--- src/rtl/frame_sequencer.sv ---
// Frame sequencer: streams IMG_DIM*IMG_DIM pixels per frame from a FWFT FIFO to the CNN,
// then waits for the per-frame digit (or times out) and reports it, for NUM_FRAMES frames.
module frame_sequencer #(
  parameter int GS_BITS        = 8,
  parameter int BCD_BITS       = 4,
  parameter int IMG_DIM        = 30,
  parameter int NUM_FRAMES     = 1000,
  parameter int TIMEOUT_CYCLES = 65535
) (
  input  logic                clk,
  input  logic                rst,
  input  logic                start,
  input  logic                abort,
  input  logic [GS_BITS-1:0]  fifo_dout,
  input  logic                fifo_empty,
  output logic                fifo_rd_en,
  output logic [GS_BITS-1:0]  pixel_o,
  output logic                pixel_o_valid,
  input  logic [BCD_BITS-1:0] digit_i,
  input  logic                digit_i_valid,
  output logic [BCD_BITS-1:0] result_o,
  output logic                result_valid_o,
  output logic [15:0]         result_frame_o,
  output logic                busy,
  output logic                done,
  output logic                timeout_err,
  output logic                proto_err
);

  localparam int PIX = IMG_DIM * IMG_DIM;
  localparam int PW  = (PIX > 1) ? $clog2(PIX) : 1;
  localparam int TW  = (TIMEOUT_CYCLES > 1) ? $clog2(TIMEOUT_CYCLES) : 1;
  localparam logic [PW-1:0]       PIX_LAST     = PW'(PIX - 1);
  localparam logic [TW-1:0]       T_LAST       = TW'(TIMEOUT_CYCLES - 1);
  localparam logic [15:0]         F_LAST       = 16'(NUM_FRAMES - 1);
  localparam logic [BCD_BITS-1:0] TIMEOUT_CODE = '1;

  typedef enum logic [1:0] {S_IDLE, S_STREAM, S_WAIT, S_DONE} state_t;

  state_t        state;
  logic [PW-1:0] pcnt;
  logic [TW-1:0] tcnt;
  logic [15:0]   fcnt;

  assign fifo_rd_en = (state == S_STREAM) && !fifo_empty;

  always_ff @(posedge clk or posedge rst) begin
    if (rst) begin
      state          <= S_IDLE;
      pcnt           <= '0;
      tcnt           <= '0;
      fcnt           <= '0;
      pixel_o        <= '0;
      pixel_o_valid  <= 1'b0;
      result_o       <= '0;
      result_valid_o <= 1'b0;
      result_frame_o <= '0;
      busy           <= 1'b0;
      done           <= 1'b0;
      timeout_err    <= 1'b0;
      proto_err      <= 1'b0;
    end else begin
      // pixel path: one register between FIFO head and CNN
      pixel_o_valid  <= fifo_rd_en;
      if (fifo_rd_en) pixel_o <= fifo_dout;
      result_valid_o <= 1'b0;
      done           <= 1'b0;
      // a digit outside WAIT has no frame to belong to
      if (digit_i_valid && state != S_WAIT) proto_err <= 1'b1;

      case (state)
        S_IDLE: begin
          if (start && !abort) begin
            state       <= S_STREAM;
            busy        <= 1'b1;
            pcnt        <= '0;
            tcnt        <= '0;
            fcnt        <= '0;
            timeout_err <= 1'b0;
            proto_err   <= 1'b0;
          end
        end
        S_STREAM: begin
          if (abort) begin
            state <= S_IDLE;
            busy  <= 1'b0;
            pcnt  <= '0;
            tcnt  <= '0;
            fcnt  <= '0;
          end else if (fifo_rd_en) begin
            if (pcnt == PIX_LAST) begin
              pcnt  <= '0;
              tcnt  <= '0;
              state <= S_WAIT;
            end else begin
              pcnt <= pcnt + 1'b1;
            end
          end
        end
        S_WAIT: begin
          if (abort) begin
            state <= S_IDLE;
            busy  <= 1'b0;
            pcnt  <= '0;
            tcnt  <= '0;
            fcnt  <= '0;
          end else if (digit_i_valid || tcnt == T_LAST) begin
            // a real digit beats a coincident timeout
            result_valid_o <= 1'b1;
            result_frame_o <= fcnt;
            result_o       <= digit_i_valid ? digit_i : TIMEOUT_CODE;
            if (!digit_i_valid) timeout_err <= 1'b1;
            tcnt <= '0;
            fcnt <= fcnt + 16'd1;
            if (fcnt == F_LAST) begin
              state <= S_DONE;
              busy  <= 1'b0;
              done  <= 1'b1;
            end else begin
              state <= S_STREAM;
            end
          end else begin
            tcnt <= tcnt + 1'b1;
          end
        end
        S_DONE: begin
          state <= S_IDLE;
        end
        default: state <= S_IDLE;
      endcase
    end
  end

endmodule
--- config.mk ---
export PLATFORM = sky130hd
export DESIGN_NAME = frame_sequencer
export DESIGN_NICKNAME = d
export VERILOG_FILES = /design/src/rtl/frame_sequencer.sv
export SDC_FILE = /design/constraint.sdc
export NUM_CORES = 1
export LEC_CHECK = 0
export ABC_AREA = 0
export BUFFER_PORTS_ARGS = -buffer_cell sky130_fd_sc_hd__buf_2
export CAP_MARGIN = 20
export CORE_MARGIN = 5
export CORE_UTILIZATION = 50
export CTS_CLUSTER_DIAMETER = 80
export DETAILED_ROUTE_END_ITERATION = 10
export GPL_TIMING_DRIVEN = 0
export PLACE_DENSITY = 0.71
export SLEW_MARGIN = 20
export SYNTH_ARGS = -nofsm -noshare
export SYNTH_HDL_FRONTEND = slang
export SYNTH_SLANG_ARGS = --single-unit
--- constraint.sdc ---
create_clock -name clk -period 2.9 [get_ports clk]
set_input_delay 0.145 -clock clk [delete_from_list [all_inputs] [get_ports clk]]
set_output_delay 0.145 -clock clk [all_outputs]
set_load 0.01 [all_outputs]
# Word level (Yosys, flattened, before mapping)
# Index checks and enable logic that the tools add are counted.
dict set report classes {
  add_sub_neg 3
  mul 0
  n_div 0
  order_cmp 0
  n_eq_ne 17
  shifts 0
  n_mux 47
  bitwise_logic 1
  reduce_logical 16
}
# operator count
set op_table {}
lappend op_table {{16-bit 2-to-1 mux} 9}
lappend op_table {{16-bit one-hot mux with 3 select lines} 2}
lappend op_table {{10-bit 2-to-1 mux} 5}
lappend op_table {{16-bit by 1-bit adder with 16-bit output, second input constant} 2}
lappend op_table {{10-bit one-hot mux with 3 select lines} 1}
lappend op_table {{1-bit 2-to-1 mux} 19}
lappend op_table {{16-bit by 10-bit == test with 1-bit output, second input constant} 1}
lappend op_table {{16-bit == test, second input constant} 1}
lappend op_table {{4-bit AND reduction} 4}
lappend op_table {{2-bit 2-to-1 mux} 7}
lappend op_table {{2-bit inequality test, second input constant} 7}
lappend op_table {{10-bit by 1-bit adder with 10-bit output, second input constant} 1}
lappend op_table {{10-bit == test, second input constant} 1}
lappend op_table {{5-bit AND reduction} 2}
lappend op_table {{3-bit inequality test, second input constant} 3}
lappend op_table {{2-bit one-hot mux with 4 select lines} 1}
lappend op_table {{2-bit == test, second input constant} 2}
lappend op_table {{4-bit 2-to-1 mux} 1}
lappend op_table {{1-bit logical AND} 3}
lappend op_table {{3-bit by 2-bit inequality test with 1-bit output, second input constant} 1}
lappend op_table {{1-bit one-hot mux with 3 select lines} 1}
lappend op_table {{3-bit AND reduction} 1}
lappend op_table {{3-bit nonzero test} 1}
lappend op_table {{2-bit by 1-bit == test with 1-bit output, second input constant} 1}
lappend op_table {{6 further kinds} 7}
dict set report totals {
  register_bits 78
  latch_bits 0
  ram_bits 0
  romBits 0
  output_inout_bits 35
  wordCells 97
  mem_count 0
}

# Longest topological paths before layout
# Gate-level depths: netlist of the first run.
dict set report depth {
  depth_word 5
  depth_mapped 9
  mapped_depth_nobuf 7
}

# Least setup slack after synthesis of the first run
# No wires, ideal clock.
dict set report synth_timing {
  path_type {register -> register}
  from {reg state[0]}
  to {reg fcnt[15]}
  setup_ps 77
  t_arrival_ps 2057
  setup_slack_ps 765
  stages_incl_launch_ff 9
  n_path_buf 1
  synth_period_minus_slack_ps 2135
  path_cell_list {dfrtp_1 -> inv_1 -> ha_1 -> nor2b_1 -> o2bb2ai_1 -> clkbuf_1 -> o211ai_1 -> or4_1 -> a21oi_1}
}
dict set report synth_via {
  elab_chain_len 3
  elab_cells_between_ends 9
  cone_classes {eq/ne: 5; mux: 1; reduce/logical: 3}
}
# element line
set synth_rtl {}
lappend synth_rtl {{start, declared} 40} ;# state_t state;
lappend synth_rtl {{start signal, assigned} 49} ;# state <= S_IDLE;
lappend synth_rtl {{start signal, assigned} 74} ;# state <= S_STREAM;
lappend synth_rtl {{start signal, assigned} 85} ;# state <= S_IDLE;
lappend synth_rtl {{2-bit == test (tied with other cells)} 71} ;# case (state)
lappend synth_rtl {{3-bit inequality test (no source line) (tied with other cells)} --}
lappend synth_rtl {{4-bit AND reduction (no source line)} --}
lappend synth_rtl {{end signal, assigned} 114} ;# fcnt <= fcnt + 16'd1;
lappend synth_rtl {{end, declared} 43} ;# logic [15:0] fcnt;
# Parallel ways exist; a longest one is shown, timed or not.
# A chain may end at the register's enable or synchronous reset.

# Final worst setup path of the first run
dict set report layout_timing {
  from {reg state[0]}
  to {reg state[1]}
}
dict set report layout_via {
  elab_chain_len 4
  elab_cells_between_ends 11
  cone_classes {eq/ne: 7; mux: 1; reduce/logical: 3}
}
# element line
set layout_rtl {}
lappend layout_rtl {{2-bit by 1-bit == test with 1-bit output} {45, 71}}
lappend layout_rtl {{1-bit logical AND} 45} ;# assign fifo_rd_en = (state == S_STREAM) && !fifo_empty;
lappend layout_rtl {{3-bit inequality test (no source line)} --}
lappend layout_rtl {{4-bit AND reduction (no source line)} --}
# Parallel ways exist; a longest one is shown, timed or not.

==> results.py, run 1 <==
metrics = {
    "drt": {
        "wire_per_inst_um": 16.1,
        "drt_wl_total_um": 9120,
        "first_iter_violations": 171,
        "drt_drc_violations_left": 0,
        "route.antenna.remaining_nets": 0,
        "route.vias.total": 3326,
        "drt_pass1_iterations": 5,
        "route.detailed.vias_per_inst": 5.89,
    },
    "yosys": {
        "ys.warnings.count": 0,
        "postSynthCellCount": 390,
        "synth_seq_area_share": 0.502,
        "synth_enable_flop_cells": 0,
        "synth_top_flop_cell": "sky130_fd_sc_hd__dfrtp_1",
        "async_reset_ff_frac": 1.00,
        "synthesis.area_um2": 3880,
        "synth.net_count": 416,
        "netlist-cell-type-count": 46,
        "synth.avg_cell_area_um2": 9.96,
        "ys_ff_latch": 78,
    },
    "place": {
        "placement.setup.worst_slack_ns": 0.255,
        "hpwlAfterDp_um": 6420,
        "postPlaceCellArea_um2": 4300,
        "io_buffers": 52,
        "gpl.final_weighted_congestion": 0.836,
    },
    "pwr": {
        "power.net_switching_mw": 1.08,
        "switching_share": 0.354,
        "powerDensity_nw_per_um2": 672,
        "irDropWorstVdd_mv": 0.312,
        "power.sequential.fraction": 0.427,
        "comb_power_share": 0.299,
        "report.power.total_mw": 3.05,
        "total_leakage_power_nw": 2.02,
        "fraction_of_power_consumed_by_the_clock_network": 0.274,
        "internal-power_mw": 1.97,
    },
    "critical_path": {
        "reg2reg_depth": 9,
        "crit_path_most_repeated_cell": "sky130_fd_sc_hd__clkbuf_1",
        "worstPathCellList": "inv_1, ha_1, nor2b_1, nand2b_1, clkbuf_1, nor2_1, clkbuf_1, o21ai_0, o41ai_1",
        "reg2reg_setup_slack_ns": 0.20,
        "critical_path_class": "reg -> reg",
        "critPathRequiredTime_ns": 3.14,
        "cp.arrival_ns": 2.94,
        "crit_path_max_fanout": 10,
        "timing.critical_path.from_type": "flip-flop",
        "worst_path_max_delay_cell": "sky130_fd_sc_hd__clkbuf_1",
        "cp-end-kind": "flip-flop",
        "slowest_delay_ns": 0.45,
    },
    "sta": {
        "rel_slew_slack": 0.394,
        "drv_slew": 0,
        "timing.final.hold_violations": 0,
        "fmax_mhz": 371,
        "setup_viol": 0,
        "whs_ns": 0.0137,
        "timing.clock.skew_ns": 0.0144,
        "setup_slack_ns": 0.204,
        "max_slew.worst_pin.slew_ns": 0.903,
        "fin_crit_sh": 0.930,
        "finalWorstPathRequiredPeriod_ns": 2.70,
        "grt_setup_unrepaired": "false",
    },
    "clock_tree": {
        "clock_tree.root_cell": "sky130_fd_sc_hd__clkbuf_8",
        "htree_num_levels": 3,
        "postCtsSetupBuffers": 0,
        "cts_resized": 0,
        "clk_transition_reported_paths_ns": 0.09,
        "clockBufferDepth": 2,
        "clock-sinks": 78,
        "cts-buffers-inserted": 9,
        "worstSkewPairLatency_ns": 0.36,
        "tritoncts_clock_tree": "built",
    },
    "layout": {
        "insertedDiodeCount": 0,
        "area_growth_pct": 16.9,
        "drive_gt1_frac": 0.214,
        "layout.nets": 484,
        "design_area_um2": 4540,
    },
    "global_route": {
        "grt_antenna_before_repair": 0,
        "largest_net_degree_at_the_start_of_global_routing": 59,
        "first_global_vias": 3289,
        "gr-total-overflow": 0,
        "gr-usage-all-layers": 0.196,
        "grt_pass1_wl_um": 15700,
    },
    "floorplanning": {
        "placeableCoreArea_um2": 7650,
        "placementRows": 32,
        "floorplan.io_pins": 53,
        "design.die.area_um2": 9630,
        "vertical_die_dimension_um": 98.1,
        "floorplan.die.width_um": 98.1,
        "floorplan.initialDensity": 0.508,
    },
    "run": {
        "max_cap_viol_count": 0,
    },
    "worst_hold_path": {
        "hold-path-cell-count": 2,
        "worstHoldPathType": "in -> reg",
    },
    "outcome": {
        "status": "finished clean",
    },
}
worst paths after layout:
check	to	from
worst max-delay path	state[1]	state[0]
worst min-delay path	pixel_o[4]	fifo_dout[4]
worst max register to register	state[1]	state[0]
worst min register to register	result_frame_o[12]	result_frame_o[12]
max in group asynchronous	tcnt[14]	rst
min in group asynchronous	pixel_o[5]	rst
sequential cells by signal, summed over array words and instances, names as in the netlist:
| register | flops |
|---|---|
| busy | 1 |
| done | 1 |
| fcnt | 16 |
| pcnt | 10 |
| pixel_o | 8 |
| pixel_o_valid | 1 |
| proto_err | 1 |
| result_frame_o | 16 |
| result_o | 4 |
| result_valid_o | 1 |
| state | 2 |
| tcnt | 16 |
| timeout_err | 1 |
critical path, delay by kind of cell, from the launching register on:
family,cells,cell delay (ns)
DFF,1,0.42
AOI/OAI and AO/OA,2,0.30
adders and majority gates,1,0.22
and+or+nand+nor,3,0.84
buffers and inverters,3,0.80
through the flow:
stage           util  setup TNS (ns)  instances
6_report       0.594               0        565
5_1_grt        0.594               0        565
4_1_cts        0.594               0        565
3_5_place_dp   0.563               0        545
3_3_place_gp   0.559          -14.14        544
2_1_floorplan      -               0        390
power groups by stage:
stage / logic, mW / registers [mW] / clock network, mW
4_1_cts: 0.921 / 1.30 / 0.845
3_5_place_dp: 0.913 / 1.33 / 0
3_3_place_gp: 0.886 / 1.31 / 0
5_1_grt: 1.01 / 1.32 / 0.893
6_report: 0.912 / 1.30 / 0.835
2_1_floorplan: 0.542 / 1.37 / 0
routing by layer:
layer  part of all wire  routed length, um  GRT usage
met1               0.45               4110      0.265
met2               0.48               4400      0.309
met4              0.020                183     0.0851
met3              0.046                424     0.0379
met5                  0                  0          0
cells in the final DEF, fill, tap and decap left out, types with 4 or more instances in the layout:
cell and n:
sky130_fd_sc_hd__a21oi_1 10, sky130_fd_sc_hd__nand2_1 34, sky130_fd_sc_hd__nor2_1 18, sky130_fd_sc_hd__clkbuf_1 12, sky130_fd_sc_hd__inv_1 14, sky130_fd_sc_hd__and3_1 4, sky130_fd_sc_hd__or3_1 5, sky130_fd_sc_hd__nor3_1 11
sky130_fd_sc_hd__o22a_1 4, sky130_fd_sc_hd__nor3b_1 4, sky130_fd_sc_hd__o211ai_1 7, sky130_fd_sc_hd__buf_2 55, sky130_fd_sc_hd__nand2b_1 11, sky130_fd_sc_hd__o31ai_1 17, sky130_fd_sc_hd__nand3_1 21, sky130_fd_sc_hd__clkbuf_8 9
sky130_fd_sc_hd__o21ai_0 46, sky130_fd_sc_hd__nand4_1 9, sky130_fd_sc_hd__dfrtp_1 78, sky130_fd_sc_hd__nor4_1 7, sky130_fd_sc_hd__mux2_2 20, sky130_fd_sc_hd__dlygate4sd3_1 4, sky130_fd_sc_hd__nor2b_1 4, sky130_fd_sc_hd__o41ai_1 5
sky130_fd_sc_hd__mux2i_1 4, sky130_fd_sc_hd__ha_1 8, sky130_fd_sc_hd__or4_1 8
synthesized netlist by cell type, types with 7 or more instances:
| cell type | n | area share |
|---|---|---|
| sky130_fd_sc_hd__inv_1 | 15 | 0.014 |
| sky130_fd_sc_hd__or4_1 | 8 | 0.015 |
| sky130_fd_sc_hd__clkbuf_1 | 11 | 0.011 |
| sky130_fd_sc_hd__mux2_2 | 20 | 0.058 |
| sky130_fd_sc_hd__nor3_1 | 11 | 0.014 |
| sky130_fd_sc_hd__nand2b_1 | 11 | 0.018 |
| sky130_fd_sc_hd__o21ai_0 | 46 | 0.059 |
| sky130_fd_sc_hd__dfrtp_1 | 78 | 0.50 |
| sky130_fd_sc_hd__nand4_1 | 9 | 0.014 |
| sky130_fd_sc_hd__nand2_1 | 34 | 0.033 |
| sky130_fd_sc_hd__o211ai_1 | 7 | 0.014 |
| sky130_fd_sc_hd__nand3_1 | 21 | 0.027 |
| sky130_fd_sc_hd__nor2_1 | 18 | 0.017 |
| sky130_fd_sc_hd__a21oi_1 | 10 | 0.013 |
| sky130_fd_sc_hd__o31ai_1 | 17 | 0.033 |
| sky130_fd_sc_hd__nor4_1 | 7 | 0.011 |
| sky130_fd_sc_hd__ha_1 | 8 | 0.026 |
area by class of cell:
cell class / count / area (um^2)
multi-input combinational: 281 / 1810
sequential: 78 / 1950
timing repair buffer: 57 / 328
buffer: 15 / 63.8
tap: 102 / 128
clock buffer: 10 / 128
inverter: 16 / 62.6
clock inverter: 6 / 71.3
fill: 676 / 3110
cell families after synthesis:
kind of cell / after synthesis / share of synthesized area
AO/OA/AOI/OAI: 103 / 0.166
adder cells (fa/ha/maj): 8 / 0.0258
buffers and inverters: 31 / 0.0319
flip-flops: 78 / 0.502
multiplexers: 24 / 0.0683
AND/OR/NAND/NOR: 146 / 0.206
what timing repair did:
item,CTS,global route
hold endpoints to repair,23,0
setup endpoints to repair,0,0
hold buffers,4,0
Power figures use the tool's default switching activity.
==> run 2: changes to the inputs <==
- CORE_ASPECT_RATIO: unset -> 0.8
==> results.py, run 2 (synthesis gave the netlist of run 1 again) <==
metrics = {
    "place": {
        "gpl.final_weighted_congestion": 0.924,
        "io_buffers": 52,
        "placement.setup.worst_slack_ns": 0.284,
        "hpwlAfterDp_um": 6570,
    },
    "run": {
        "max_cap_viol_count": 0,
    },
    "pwr": {
        "powerDensity_nw_per_um2": 670,
        "switching_share": 0.354,
        "power.sequential.fraction": 0.427,
        "total_leakage_power_nw": 2.04,
        "fraction_of_power_consumed_by_the_clock_network": 0.272,
        "comb_power_share": 0.301,
        "irDropWorstVdd_mv": 0.343,
        "internal-power_mw": 1.98,
        "power.net_switching_mw": 1.08,
    },
    "floorplanning": {
        "placeableCoreArea_um2": 7500,
        "vertical_die_dimension_um": 88.8,
        "floorplan.initialDensity": 0.518,
        "design.die.area_um2": 9640,
        "floorplan.io_pins": 53,
        "floorplan.die.width_um": 109,
        "placementRows": 28,
    },
    "clock_tree": {
        "cts-buffers-inserted": 9,
        "clockBufferDepth": 2,
        "clock-sinks": 78,
        "worstSkewPairLatency_ns": 0.36,
        "tritoncts_clock_tree": "built",
        "htree_num_levels": 3,
        "clk_transition_reported_paths_ns": 0.09,
        "clock_tree.root_cell": "sky130_fd_sc_hd__clkbuf_8",
    },
    "drt": {
        "drt_pass1_iterations": 5,
        "first_iter_violations": 208,
        "wire_per_inst_um": 16.2,
        "route.vias.total": 3300,
        "drt_drc_violations_left": 0,
        "route.detailed.vias_per_inst": 5.79,
        "drt_wl_total_um": 9220,
        "route.antenna.remaining_nets": 0,
    },
    "critical_path": {
        "worst_path_max_delay_cell": "sky130_fd_sc_hd__dfrtp_1",
        "cp.arrival_ns": 2.91,
        "critPathRequiredTime_ns": 3.16,
        "reg2reg_setup_slack_ns": 0.25,
        "cp-end-kind": "flip-flop",
        "reg2reg_from": "state[0]",
        "worstSetupStartpoint": "state[0]",
        "slowest_delay_ns": 0.42,
        "critical_path_class": "reg -> reg",
        "crit_path_max_fanout": 10,
        "reg2reg_depth": 9,
        "timing.critical_path.from_type": "flip-flop",
        "worstPathCellList": "inv_1, ha_1, nor2b_1, nand2b_1, clkbuf_1, nor2_1, nand3_1, buf_2, o31ai_1",
        "crit_path_end": "tcnt[5]",
        "critical_path.reg2reg.endpoint": "tcnt[5]",
    },
    "sta": {
        "rel_slew_slack": 0.325,
        "finalWorstPathRequiredPeriod_ns": 2.65,
        "max_slew.worst_pin.slew_ns": 1.01,
        "grt_setup_unrepaired": "false",
        "finalSetupTns_ns": 0,
        "setup_slack_ns": 0.251,
        "fmax_mhz": 378,
        "timing.clock.skew_ns": 0.0109,
        "timing.final.hold_violations": 0,
        "setup_viol": 0,
        "drv_slew": 0,
        "fin_crit_sh": 0.913,
    },
    "layout": {
        "area_growth_pct": 17.4,
        "mostFrequentLayoutCell": "sky130_fd_sc_hd__dfrtp_1",
        "insertedDiodeCount": 0,
        "drive_gt1_frac": 0.215,
        "most-common-layout-cells": "sky130_fd_sc_hd__dfrtp_1, sky130_fd_sc_hd__buf_2, sky130_fd_sc_hd__o21ai_0",
        "largestRegisters": "fcnt: 16 flops, result_frame_o: 16 flops, tcnt: 16 flops",
        "layout.nets": 486,
        "final.fill_count": 666,
    },
    "global_route": {
        "gr-total-overflow": 0,
        "grt_pass1_wl_um": 15700,
        "first_global_vias": 3252,
        "gr-usage-all-layers": 0.206,
        "grt_antenna_before_repair": 0,
        "largest_net_degree_at_the_start_of_global_routing": 44,
    },
    "outcome": {
        "status": "finished clean",
    },
    "worst_hold_path": {
        "worstHoldPathType": "in -> reg",
    },
}
[run 2: area by class of cell]
cell class / count / area (um^2) / share of cell area
multi-input cells: 281 / 1810 / 0.397
well taps: 105 / 131 / 0.0288
flip-flops and latches: 78 / 1950 / 0.428
clock buffers: 9 / 124 / 0.0272
inverters: 16 / 62.6 / 0.0137
repair buffers: 59 / 340 / 0.0746
clock inverters: 7 / 78.8 / 0.0173
plain buffers: 15 / 63.8 / 0.0140
[run 2: what timing repair did]
action / CTS / global route
setup buffers: 0 / 0
hold endpoints to repair: 47 / 0
hold buffers: 6 / 0
endpoints found under the setup margin: 0 / 0
gates resized for setup: 0 / 0
[run 2: metal layers]
| layer | global-route usage | routed length, um |
|---|---|---|
| met3 | 0.0489 | 550 |
| met1 | 0.285 | 4220 |
| met5 | 0 | 0 |
| met2 | 0.320 | 4320 |
| met4 | 0.0700 | 134 |
[run 2: worst max-delay path: cells and delay by family (launching register included)]
family	cells	cell delay [ns]
flops	1	0.42
fa+ha+maj	1	0.23
buf+inv	3	0.62
compound gates	1	0.24
simple gates	4	1.05
[run 2: worst min path at each step]
stage                             from          end  depth (start not counted)
after floorplan             digit_i[0]  result_o[0]                          1
after global placement      digit_i[0]  result_o[0]                          2
after detailed placement           rst   pixel_o[1]                          2
after CTS                 fifo_dout[3]   pixel_o[3]                          2
after global routing      fifo_dout[3]   pixel_o[3]                          2
final                       digit_i[2]  result_o[2]                          2
[run 2: power by group through the flow]
stage | combinational (mW) | clock, mW | sequential, mW
6_report | 0.921 | 0.833 | 1.30
5_1_grt | 1.03 | 0.906 | 1.32
4_1_cts | 0.926 | 0.859 | 1.30
3_5_place_dp | 0.912 | 0 | 1.32
3_3_place_gp | 0.885 | 0 | 1.32
2_1_floorplan | 0.542 | 0 | 1.37
[run 2: through the flow]
| stage | hold slack [ns] | std cells | instance area [um^2] | utilization | power (mW) |
|---|---|---|---|---|---|
| 4_1_cts | 0.00528 | 570 | 4560 | 0.608 | 3.09 |
| 2_1_floorplan | 0.271 | 390 | 3880 | - | 1.91 |
| 6_report | 0.0143 | 570 | 4560 | 0.608 | 3.06 |
| 5_1_grt | 0.00158 | 570 | 4560 | 0.608 | 3.25 |
| 3_5_place_dp | 0.243 | 548 | 4300 | 0.573 | 2.23 |
| 3_3_place_gp | 0.357 | 547 | 4280 | 0.570 | 2.20 |
